## src/rtl/dac_ctrl_pkg.sv

```systemverilog
// Shared definitions for the chirp scheduler and the sine DAC core it drives.
package dac_ctrl_pkg;

  typedef enum logic [2:0] {
    ST_IDLE,
    ST_ARM,
    ST_RAMP,
    ST_GAP,
    ST_DONE
  } state_e;

  localparam logic [1:0] DAC_RUN  = 2'b01;
  localparam logic [1:0] DAC_STOP = 2'b10;

endpackage

```

## src/rtl/dac_interval_timer.sv

```systemverilog
// Loadable down-counter; expired_o is high once the loaded interval has elapsed.
module dac_interval_timer #(
  parameter int TIME_W = 16
) (
  input  logic              clk_i,
  input  logic              rst_ni,
  input  logic              load_i,
  input  logic [TIME_W-1:0] load_value_i,
  input  logic              en_i,
  output logic              expired_o
);

  logic [TIME_W-1:0] count_q;

  // A load of N gives exactly N cycles before expired_o is observed; N must be >= 1.
  always_ff @(posedge clk_i) begin
    if (!rst_ni) begin
      count_q <= '0;
    end else if (load_i) begin
      count_q <= load_value_i - TIME_W'(1);
    end else if (en_i && (count_q != '0)) begin
      count_q <= count_q - TIME_W'(1);
    end
  end

  assign expired_o = (count_q == '0);

endmodule

```

## src/rtl/dac_chirp_scheduler.sv

```systemverilog
// Chirp burst sequencer: arms the DAC, ramps the step value, inserts gaps, repeats.
module dac_chirp_scheduler
  import dac_ctrl_pkg::*;
#(
  parameter int FREQ_W     = 8,
  parameter int TIME_W     = 16,
  parameter int COUNT_W    = 8,
  parameter int ARM_CYCLES = 64
) (
  input  logic               ipClk,
  input  logic               ipReset,
  input  logic               ipStart,
  input  logic               ipAbort,
  input  logic [FREQ_W-1:0]  ipStartFreq,
  input  logic [FREQ_W-1:0]  ipStopFreq,
  input  logic [FREQ_W-1:0]  ipStepFreq,
  input  logic [TIME_W-1:0]  ipDwell,
  input  logic [TIME_W-1:0]  ipGap,
  input  logic [COUNT_W-1:0] ipChirps,
  output logic [1:0]         opControl,
  output logic [FREQ_W-1:0]  opFreq,
  output logic               opBusy,
  output logic               opDone,
  output logic               opError,
  output logic [COUNT_W-1:0] opChirpIndex
);

  state_e             state_q, state_d;
  logic [FREQ_W-1:0]  start_q, start_d, stop_q, stop_d, step_q, step_d, cur_q, cur_d;
  logic [TIME_W-1:0]  dwell_q, dwell_d, gap_q, gap_d;
  logic [COUNT_W-1:0] chirps_q, chirps_d, idx_q, idx_d;
  logic [1:0]         ctrl_q, ctrl_d;
  logic               busy_q, busy_d, done_q, done_d, error_q, error_d;

  logic               tmr_load, tmr_en, tmr_expired;
  logic [TIME_W-1:0]  tmr_value;
  logic [FREQ_W:0]    nxt;
  logic               last_chirp;

  dac_interval_timer #(.TIME_W(TIME_W)) u_timer (
    .clk_i       (ipClk),
    .rst_ni      (ipReset),
    .load_i      (tmr_load),
    .load_value_i(tmr_value),
    .en_i        (tmr_en),
    .expired_o   (tmr_expired)
  );

  // One extra bit so a sum past the top of the range ends the chirp instead of wrapping.
  assign nxt        = {1'b0, cur_q} + {1'b0, step_q};
  assign last_chirp = (chirps_q != '0) && (COUNT_W'(idx_q + COUNT_W'(1)) == chirps_q);

  always_comb begin
    state_d   = state_q;
    start_d   = start_q;
    stop_d    = stop_q;
    step_d    = step_q;
    cur_d     = cur_q;
    dwell_d   = dwell_q;
    gap_d     = gap_q;
    chirps_d  = chirps_q;
    idx_d     = idx_q;
    ctrl_d    = ctrl_q;
    busy_d    = busy_q;
    done_d    = 1'b0;
    error_d   = 1'b0;
    tmr_load  = 1'b0;
    tmr_en    = 1'b0;
    tmr_value = dwell_q;

    case (state_q)
      ST_IDLE: begin
        ctrl_d = DAC_STOP;
        busy_d = 1'b0;
        if (ipStart && !ipAbort) begin
          if ((ipStartFreq <= ipStopFreq) && (ipStepFreq != '0)) begin
            start_d   = ipStartFreq;
            stop_d    = ipStopFreq;
            step_d    = ipStepFreq;
            dwell_d   = (ipDwell == '0) ? TIME_W'(1) : ipDwell;
            gap_d     = ipGap;
            chirps_d  = ipChirps;
            cur_d     = ipStartFreq;
            idx_d     = '0;
            busy_d    = 1'b1;
            state_d   = ST_ARM;
            tmr_load  = 1'b1;
            tmr_value = TIME_W'(ARM_CYCLES);
          end else begin
            error_d = 1'b1;
          end
        end
      end
      ST_ARM: begin
        tmr_en = 1'b1;
        if (tmr_expired) begin
          state_d  = ST_RAMP;
          ctrl_d   = DAC_RUN;
          tmr_load = 1'b1;
        end
      end
      ST_RAMP: begin
        tmr_en = 1'b1;
        if (tmr_expired) begin
          if (nxt <= {1'b0, stop_q}) begin
            cur_d    = nxt[FREQ_W-1:0];
            tmr_load = 1'b1;
          end else begin
            idx_d = COUNT_W'(idx_q + COUNT_W'(1));
            if (last_chirp) begin
              state_d = ST_DONE;
              ctrl_d  = DAC_STOP;
              done_d  = 1'b1;
              busy_d  = 1'b0;
            end else if (gap_q == '0) begin
              cur_d    = start_q;
              tmr_load = 1'b1;
            end else begin
              cur_d     = start_q;
              state_d   = ST_GAP;
              ctrl_d    = DAC_STOP;
              tmr_load  = 1'b1;
              tmr_value = gap_q;
            end
          end
        end
      end
      ST_GAP: begin
        tmr_en = 1'b1;
        if (tmr_expired) begin
          state_d  = ST_RAMP;
          ctrl_d   = DAC_RUN;
          tmr_load = 1'b1;
        end
      end
      ST_DONE: begin
        state_d = ST_IDLE;
      end
      default: begin
        state_d = ST_IDLE;
        ctrl_d  = DAC_STOP;
        busy_d  = 1'b0;
      end
    endcase

    if (ipAbort && (state_q != ST_IDLE)) begin
      state_d  = ST_IDLE;
      ctrl_d   = DAC_STOP;
      busy_d   = 1'b0;
      done_d   = 1'b0;
      tmr_load = 1'b0;
    end
  end

  always_ff @(posedge ipClk) begin
    if (!ipReset) begin
      state_q  <= ST_IDLE;
      start_q  <= '0;
      stop_q   <= '0;
      step_q   <= '0;
      cur_q    <= '0;
      dwell_q  <= '0;
      gap_q    <= '0;
      chirps_q <= '0;
      idx_q    <= '0;
      ctrl_q   <= DAC_STOP;
      busy_q   <= 1'b0;
      done_q   <= 1'b0;
      error_q  <= 1'b0;
    end else begin
      state_q  <= state_d;
      start_q  <= start_d;
      stop_q   <= stop_d;
      step_q   <= step_d;
      cur_q    <= cur_d;
      dwell_q  <= dwell_d;
      gap_q    <= gap_d;
      chirps_q <= chirps_d;
      idx_q    <= idx_d;
      ctrl_q   <= ctrl_d;
      busy_q   <= busy_d;
      done_q   <= done_d;
      error_q  <= error_d;
    end
  end

  assign opControl    = ctrl_q;
  assign opFreq       = cur_q;
  assign opBusy       = busy_q;
  assign opDone       = done_q;
  assign opError      = error_q;
  assign opChirpIndex = idx_q;

endmodule

```

## config.mk

```make
export PLATFORM = sky130hd
export DESIGN_NAME = dac_chirp_scheduler
export DESIGN_NICKNAME = d
export VERILOG_FILES = /design/src/rtl/dac_ctrl_pkg.sv /design/src/rtl/dac_interval_timer.sv /design/src/rtl/dac_chirp_scheduler.sv
export SDC_FILE = /design/constraint.sdc
export NUM_CORES = 1
export LEC_CHECK = 0
export ABC_CLOCK_PERIOD_IN_PS = 16100
export CORE_ASPECT_RATIO = 1.4
export CORE_MARGIN = 2
export CORE_UTILIZATION = 35
export CTS_BUF_LIST = sky130_fd_sc_hd__clkbuf_8
export CTS_CLUSTER_SIZE = 24
export DETAILED_ROUTE_END_ITERATION = 6
export PLACE_DENSITY = 0.52
export SLEW_MARGIN = 20
export SYNTH_ARGS = -nofsm -noshare
export SYNTH_HDL_FRONTEND = slang
export SYNTH_SLANG_ARGS = --single-unit
```

## constraint.sdc

```tcl
create_clock -name ipClk -period 16.1 [get_ports ipClk]
set_input_delay 1.61 -clock ipClk [delete_from_list [all_inputs] [get_ports ipClk]]
set_output_delay 1.61 -clock ipClk [all_outputs]
set_load 0.05 [all_outputs]
```

After elaboration in Yosys (flattened, before gate mapping)
Cells that the tools add are included.

word-level totals
  register bits = 104
  bits in latches = 0
  memory bits (writable) = 0
  memory bits (read-only) = 0
  input port bits = 68
  output and inout bits = 21
  logic and storage cells = 116
  memories kept = 0

operators by class
  add/sub/neg operators = 4
  multiply operators = 0
  div/mod/pow operators = 0
  $lt $le $gt $ge = 2
  eq/ne operators = 13
  shifts and indexed selects = 0
  mux-type cells = 50
  bitwise operators = 5
  reductions and logical operators = 28

operators with widths
  cell                                                                    number
  16-bit two-way mux                                                      9
  8-bit two-way mux                                                       9
  16-bit logical NOT                                                      3
  16-bit one-hot mux with 2 select lines                                  1
  8-bit one-hot mux with 2 select lines                                   2
  16-bit by 1-bit subtractor with 16-bit output (second input constant)   2
  3-bit two-way mux                                                       7
  16-bit nonzero test                                                     1
  8-bit nonzero test                                                      2
  5-bit AND reduction                                                     3
  1-bit two-way mux                                                       13
  2-bit two-way mux                                                       5
  2-bit != test (second input constant)                                   5
  8-bit by 8-bit adder with 9-bit output                                  1
  9-bit by 8-bit <= comparator with 1-bit output                          1
  3-bit one-hot mux with 3 select lines                                   1
  8-bit by 1-bit adder with 8-bit output (second input constant)          1
  8-bit equality test                                                     1
  8-bit <= comparator                                                     1
  3-bit by 2-bit equality test with 1-bit output (second input constant)  2
  3-bit != test (second input constant)                                   2
  1-bit one-hot mux with 3 select lines                                   2
  2-bit one-hot mux with 3 select lines                                   1
  3-bit AND reduction                                                     2
  other kinds (14)                                                        25

Longest topological paths before layout
  word-level depth = 9
  gate-level depth with buffers = 27
  depth with buffers taken out = 25

Cells and area by module
From an unflattened synthesis, not the netlist that was laid out.

second synthesis, totals
  cells, all modules = 808
  area total of the unflattened synthesis = 6301.0 um^2

modules (own cells, without submodules)
  module               instances  cells each  area an instance (um^2)
  dac_chirp_scheduler  1          640         4917.2
  dac_interval_timer   1          168         1383.8

Worst setup path after synthesis
No wires, ideal clock.

  kind = register to register
  start = reg cur_q[0], in the netlist opFreq[0]
  end = reg u_timer.count_q[14]
  setup time = 0.074 ns
  arrival time = 5.655 ns
  required time = 16.026 ns
  slack = 10.371 ns
  stages on the path, launching flop included = 28
  period minus slack after synthesis = 5.729 ns
  path through = dfxtp_1 ha_1 inv_1 fa_1 nor2b_1 o31a_1 nor2_1 nor2_1 nor2_1 xnor2_1 ha_1 a211oi_1 o211ai_1 o221ai_1 and3_1 clkbuf_1 o21ai_1 o21a_1 buf_2 a221o_1 o21ai_0 ha_1 inv_1 o31ai_4 o21ai_2 or2_0 or3_1 a31oi_1

between the ends
  longest elaborated chain between the ends = 7
  elaborated cells between the ends (all ways) = 12

RTL lines
  element                                                                                          line                                                  source
  start: declaration                                                                               dac_chirp_scheduler.sv:29                             logic [FREQ_W-1:0] start_q, start_d, stop_q, stop_d, step_q, step_d, cur_q, cur_d;
  start signal: assignment                                                                         dac_chirp_scheduler.sv:175                            cur_q <= cur_d;
  8-bit by 8-bit adder with 9-bit output *                                                         dac_chirp_scheduler.sv:50                             assign nxt = {1'b0, cur_q} + {1'b0, step_q};
  9-bit by 8-bit <= comparator with 1-bit output *                                                 dac_chirp_scheduler.sv:105                            if (nxt <= {1'b0, stop_q}) begin
  16-bit two-way mux or 1-bit two-way mux (tied branches)                                          dac_chirp_scheduler.sv:105
  16-bit two-way mux or 1-bit two-way mux (tied branches)                                          dac_chirp_scheduler.sv:104                            if (tmr_expired) begin
  16-bit one-hot mux with 2 select lines or 1-bit one-hot mux with 3 select lines (tied branches)  dac_chirp_scheduler.sv:71                             case (state_q)
  16-bit by 1-bit subtractor with 16-bit output or 1-bit two-way mux (tied branches)               dac_interval_timer.sv:20, dac_chirp_scheduler.sv:146
  16-bit two-way mux or 2-bit nonzero test (tied branches)                                         -
  end signal: assignment                                                                           dac_interval_timer.sv:20                              count_q <= load_value_i - TIME_W'(1);
  end signal: assignment                                                                           dac_interval_timer.sv:22                              count_q <= count_q - TIME_W'(1);
  end: declaration                                                                                 dac_interval_timer.sv:13                              logic [TIME_W-1:0] count_q;

Every way passes the cells marked *; elsewhere a longest branch is shown, timed or not.
A chain may end at the register's enable or synchronous reset.

Worst setup path in the final report
Same ends and word-level chain as after synthesis.

==> metrics.md <==
| Metric | Value |
|---|---|
| Setup TNS | 0 ns |
| RSZ-0062 raised after global routing | no |
| Vias in the first global route | 5,651 |
| Die Area | 18,270 sq um |
| Nets@finish | 936 |
| Final setup viols | 0 |
| Wirelength, routed | 18.78 mm |
| Final hold violations | 0 |
| H-Tree Depth | 3 |
| Clock Tree Buf Depth | 2 |
| First-pass GRT wire length | 30.16 mm |
| DP Worst Slack | 9.931 ns |
| Reg clk slew, reported paths | 0.11 ns |
| Top flop regs | dwell_q x16, gap_q x16, u_timer.count_q x16 |
| Post-Synthesis Cells | 784 |
| Fill cells | 1,789 |
| Port Buffers | 88 |
| Main synth FF type | dfxtp_1 |
| Setup crit end kind | flop |
| RR Endpoint | u_timer.count_q[14] |
| Register area | 2082 sq um |
| Cts hold-fix bufs | 0 |
| Worst Path Required | 16.44 ns |
| Pin count of the biggest net entering global routing | 71 |
| Hold Path Origin | dwell_q[9] |
| Post-Layout Inst Area | 7189 sq um |
| Register area share after synthesis | 34.61% |
| Routed wire per std cell | 17.90 um |
| Multi-input gate area in the final layout | 3636 sq um |
| 1st-iter DRT viols | 312 |
| Fin Clk Skew | 0.01509 ns |
| Core Area | 16,820 sq um |
| Vias per cell | 5.503 |
| Top Ports | 89 |
| P&R area growth vs syn | 19.51% |
| Initial antenna violation count | 0 |
| Clock Latency Late Sink | 0.40 ns |
| Worst hold endpoint | dwell_q[9] |
| Max stage delay on crit path | 0.54 ns |
| CP Launch Type | flop |
| CTS tree | done |
| F_max | 162.3 MHz |
| Post-layout worst setup margin | 9.940 ns |
| Pwr dens | 126.6 nW/um^2 |
| Worst R2R Setup Slack | 9.94 ns |
| Slew @ Worst Pin | 0.8711 ns |
| Placed Instances | 1,033 |
| Width of the die | 114.8 um |
| Post-CTS resize count | 0 |
| R2R depth | 26 |
| Static Leak | 2.606 nW |
| Worst reg2reg path startpoint | opFreq[0] |
| Post-route ant nets | 0 |
| Post-synth EDFFs | 0 |
| Remaining global-route overflow | 0 |
| Rows | 56 |
| Initial core utilization | 35.77% |
| CP Max Fanout | 30 |
| GRT Total Usage | 20.75% |
| DP HPWL | 13.94 mm |
| Die Y | 159.1 um |
| Cell Count, Final, Fillers Out | 1,049 |
| Crit Path Category | reg2reg |
| Inserted Clock Buffers | 9 |
| Worst hold stages | 2 |
| Status | finished, final reports clean |
| Max Cap Viol | 0 |
| # clock sinks | 104 |
| Number of synthesized register bits | 104 |
| Slowest CP cell | and3_1 |
| Pins Over Slew Limit | 0 |
| RePlAce Congestion | 0.9040 |
| Root buffer cell | clkbuf_8 |
| Yosys cell types | 78 |
| Layout cell share with drive strength beyond 1 | 6.383% |
| Pre-antenna DRT Iters | 5 |
| Crit path time final | 6.160 ns |
| Max-slew headroom | 41.92% |
| Final period util | 38.26% |
| DP Area | 6999 sq um |
| Syn nets | 879 |
| DR DRC count | 0 |
| Syn Area/Cell | 7.673 sq um |
| Mapped Area | 6016 sq um |
| Ys async rst share | 0% |
| Crit path DAT | 6.50 ns |
| Worst Hold Class | reg2reg |
| Diodes inserted | 0 |
| Post-CTS Setup Bufs | 0 |
| Worst vdd ir | 0.04046 mV |
| DR vias | 5,773 |
| YS warnings | 0 |
-- cells in the final DEF, fill, tap and decap left out, types with 8 or more instances in the layout --
| cell | n |
|---|---|
| a21o_1 | 8 |
| dfxtp_1 | 104 |
| inv_1 | 24 |
| a21oi_1 | 114 |
| nor2_1 | 64 |
| clkdlybuf4s50_1 | 88 |
| nand2_1 | 153 |
| a211oi_1 | 16 |
| nand3_1 | 9 |
| xnor2_1 | 14 |
| nor3_1 | 14 |
| nor4_1 | 11 |
| clkbuf_8 | 9 |
| ha_1 | 26 |
| o21ai_0 | 28 |
-- synthesized netlist by cell type, types with 6 or more instances --
cell type	count	area, sq um
ha_1	26	325.3
o21ai_0	29	145.1
nor2_1	64	240.2
nor4_1	11	68.82
clkbuf_1	34	127.6
xnor2_1	14	122.6
nor3_1	14	70.07
buf_1	8	30.03
a32oi_1	7	61.31
a21oi_1	114	570.6
nand3_1	9	45.04
dfxtp_1	104	2082
a211oi_1	16	120.1
inv_1	25	93.84
or2_2	6	37.54
nor2b_1	6	37.54
nand2_1	154	578.1
mux2i_1	7	70.07
xor2_1	7	61.31
or3_1	7	43.79
a21o_1	8	60.06
-- worst max-delay path by stage --
stage                   from  cells after the start             endpoint
2_1_floorplan      opFreq[0]                     27  u_timer.count_q[14]
3_3_place_gp   ipStopFreq[5]                     18  u_timer.count_q[14]
3_5_place_dp   ipStopFreq[5]                     18  u_timer.count_q[14]
4_1_cts            opFreq[0]                     26  u_timer.count_q[14]
5_1_grt            opFreq[0]                     26  u_timer.count_q[14]
6_report           opFreq[0]                     26  u_timer.count_q[14]
-- area by class of cell --
type | instances | area share (%)
clock buffers | 9 | 1.723
clock inverters | 7 | 0.9224
inverters | 25 | 1.305
multi-input cells | 606 | 50.57
flip-flops and latches | 104 | 28.96
well taps | 203 | 3.533
repair buffers | 95 | 12.98
-- per-stage QoR --
step           util (%)  total power, mW  hold slack (ns)
2_1_floorplan         -           0.6426           0.4321
4_1_cts           42.75           0.9178           0.4595
6_report          42.75           0.9104           0.4597
3_3_place_gp      41.62           0.7465           0.4377
5_1_grt           42.75           0.9756           0.4786
3_5_place_dp      41.62           0.7509           0.4457
-- worst max-delay path: cells and delay by family, from the launching register on --
| kind | cells | cell delay, ns |
|---|---|---|
| adder cells (fa/ha/maj) | 4 | 1.19 |
| buffers and inverters | 3 | 0.37 |
| XOR/XNOR | 1 | 0.22 |
| AO/OA/AOI/OAI | 11 | 2.43 |
| flip-flops | 1 | 0.38 |
| AND/OR/NAND/NOR | 7 | 1.52 |
-- cells by family (layout without fill, tap and decap cells) --
kind of cell | Yosys count | count (layout) | share of synthesized area [%]
AOI/OAI and AO/OA | 238 | 238 | 25.83
buffers and inverters | 74 | 136 | 5.012
adders and majority gates | 27 | 27 | 5.740
DFF | 104 | 104 | 34.61
muxes | 8 | 8 | 1.352
and+or+nand+nor | 312 | 312 | 24.40
xor gates and xnor gates | 21 | 21 | 3.057
-- per-layer routing --
layer  GRT usage (%)  up-vias  share of wire (%)
li1                -     2907                  -
met1           26.61     2740                 45
met3           3.692       19                3.5
met5               0        -                  0
met4           6.353        0                2.1
met2           35.21      107                 50
-- power by group --
part | switching [mW] | internal, mW
combinational | 0.263 | 0.165
clock | 0.105 | 0.0598
sequential | 0.0300 | 0.289
Note: power is estimated with default switching activity, not from simulation.
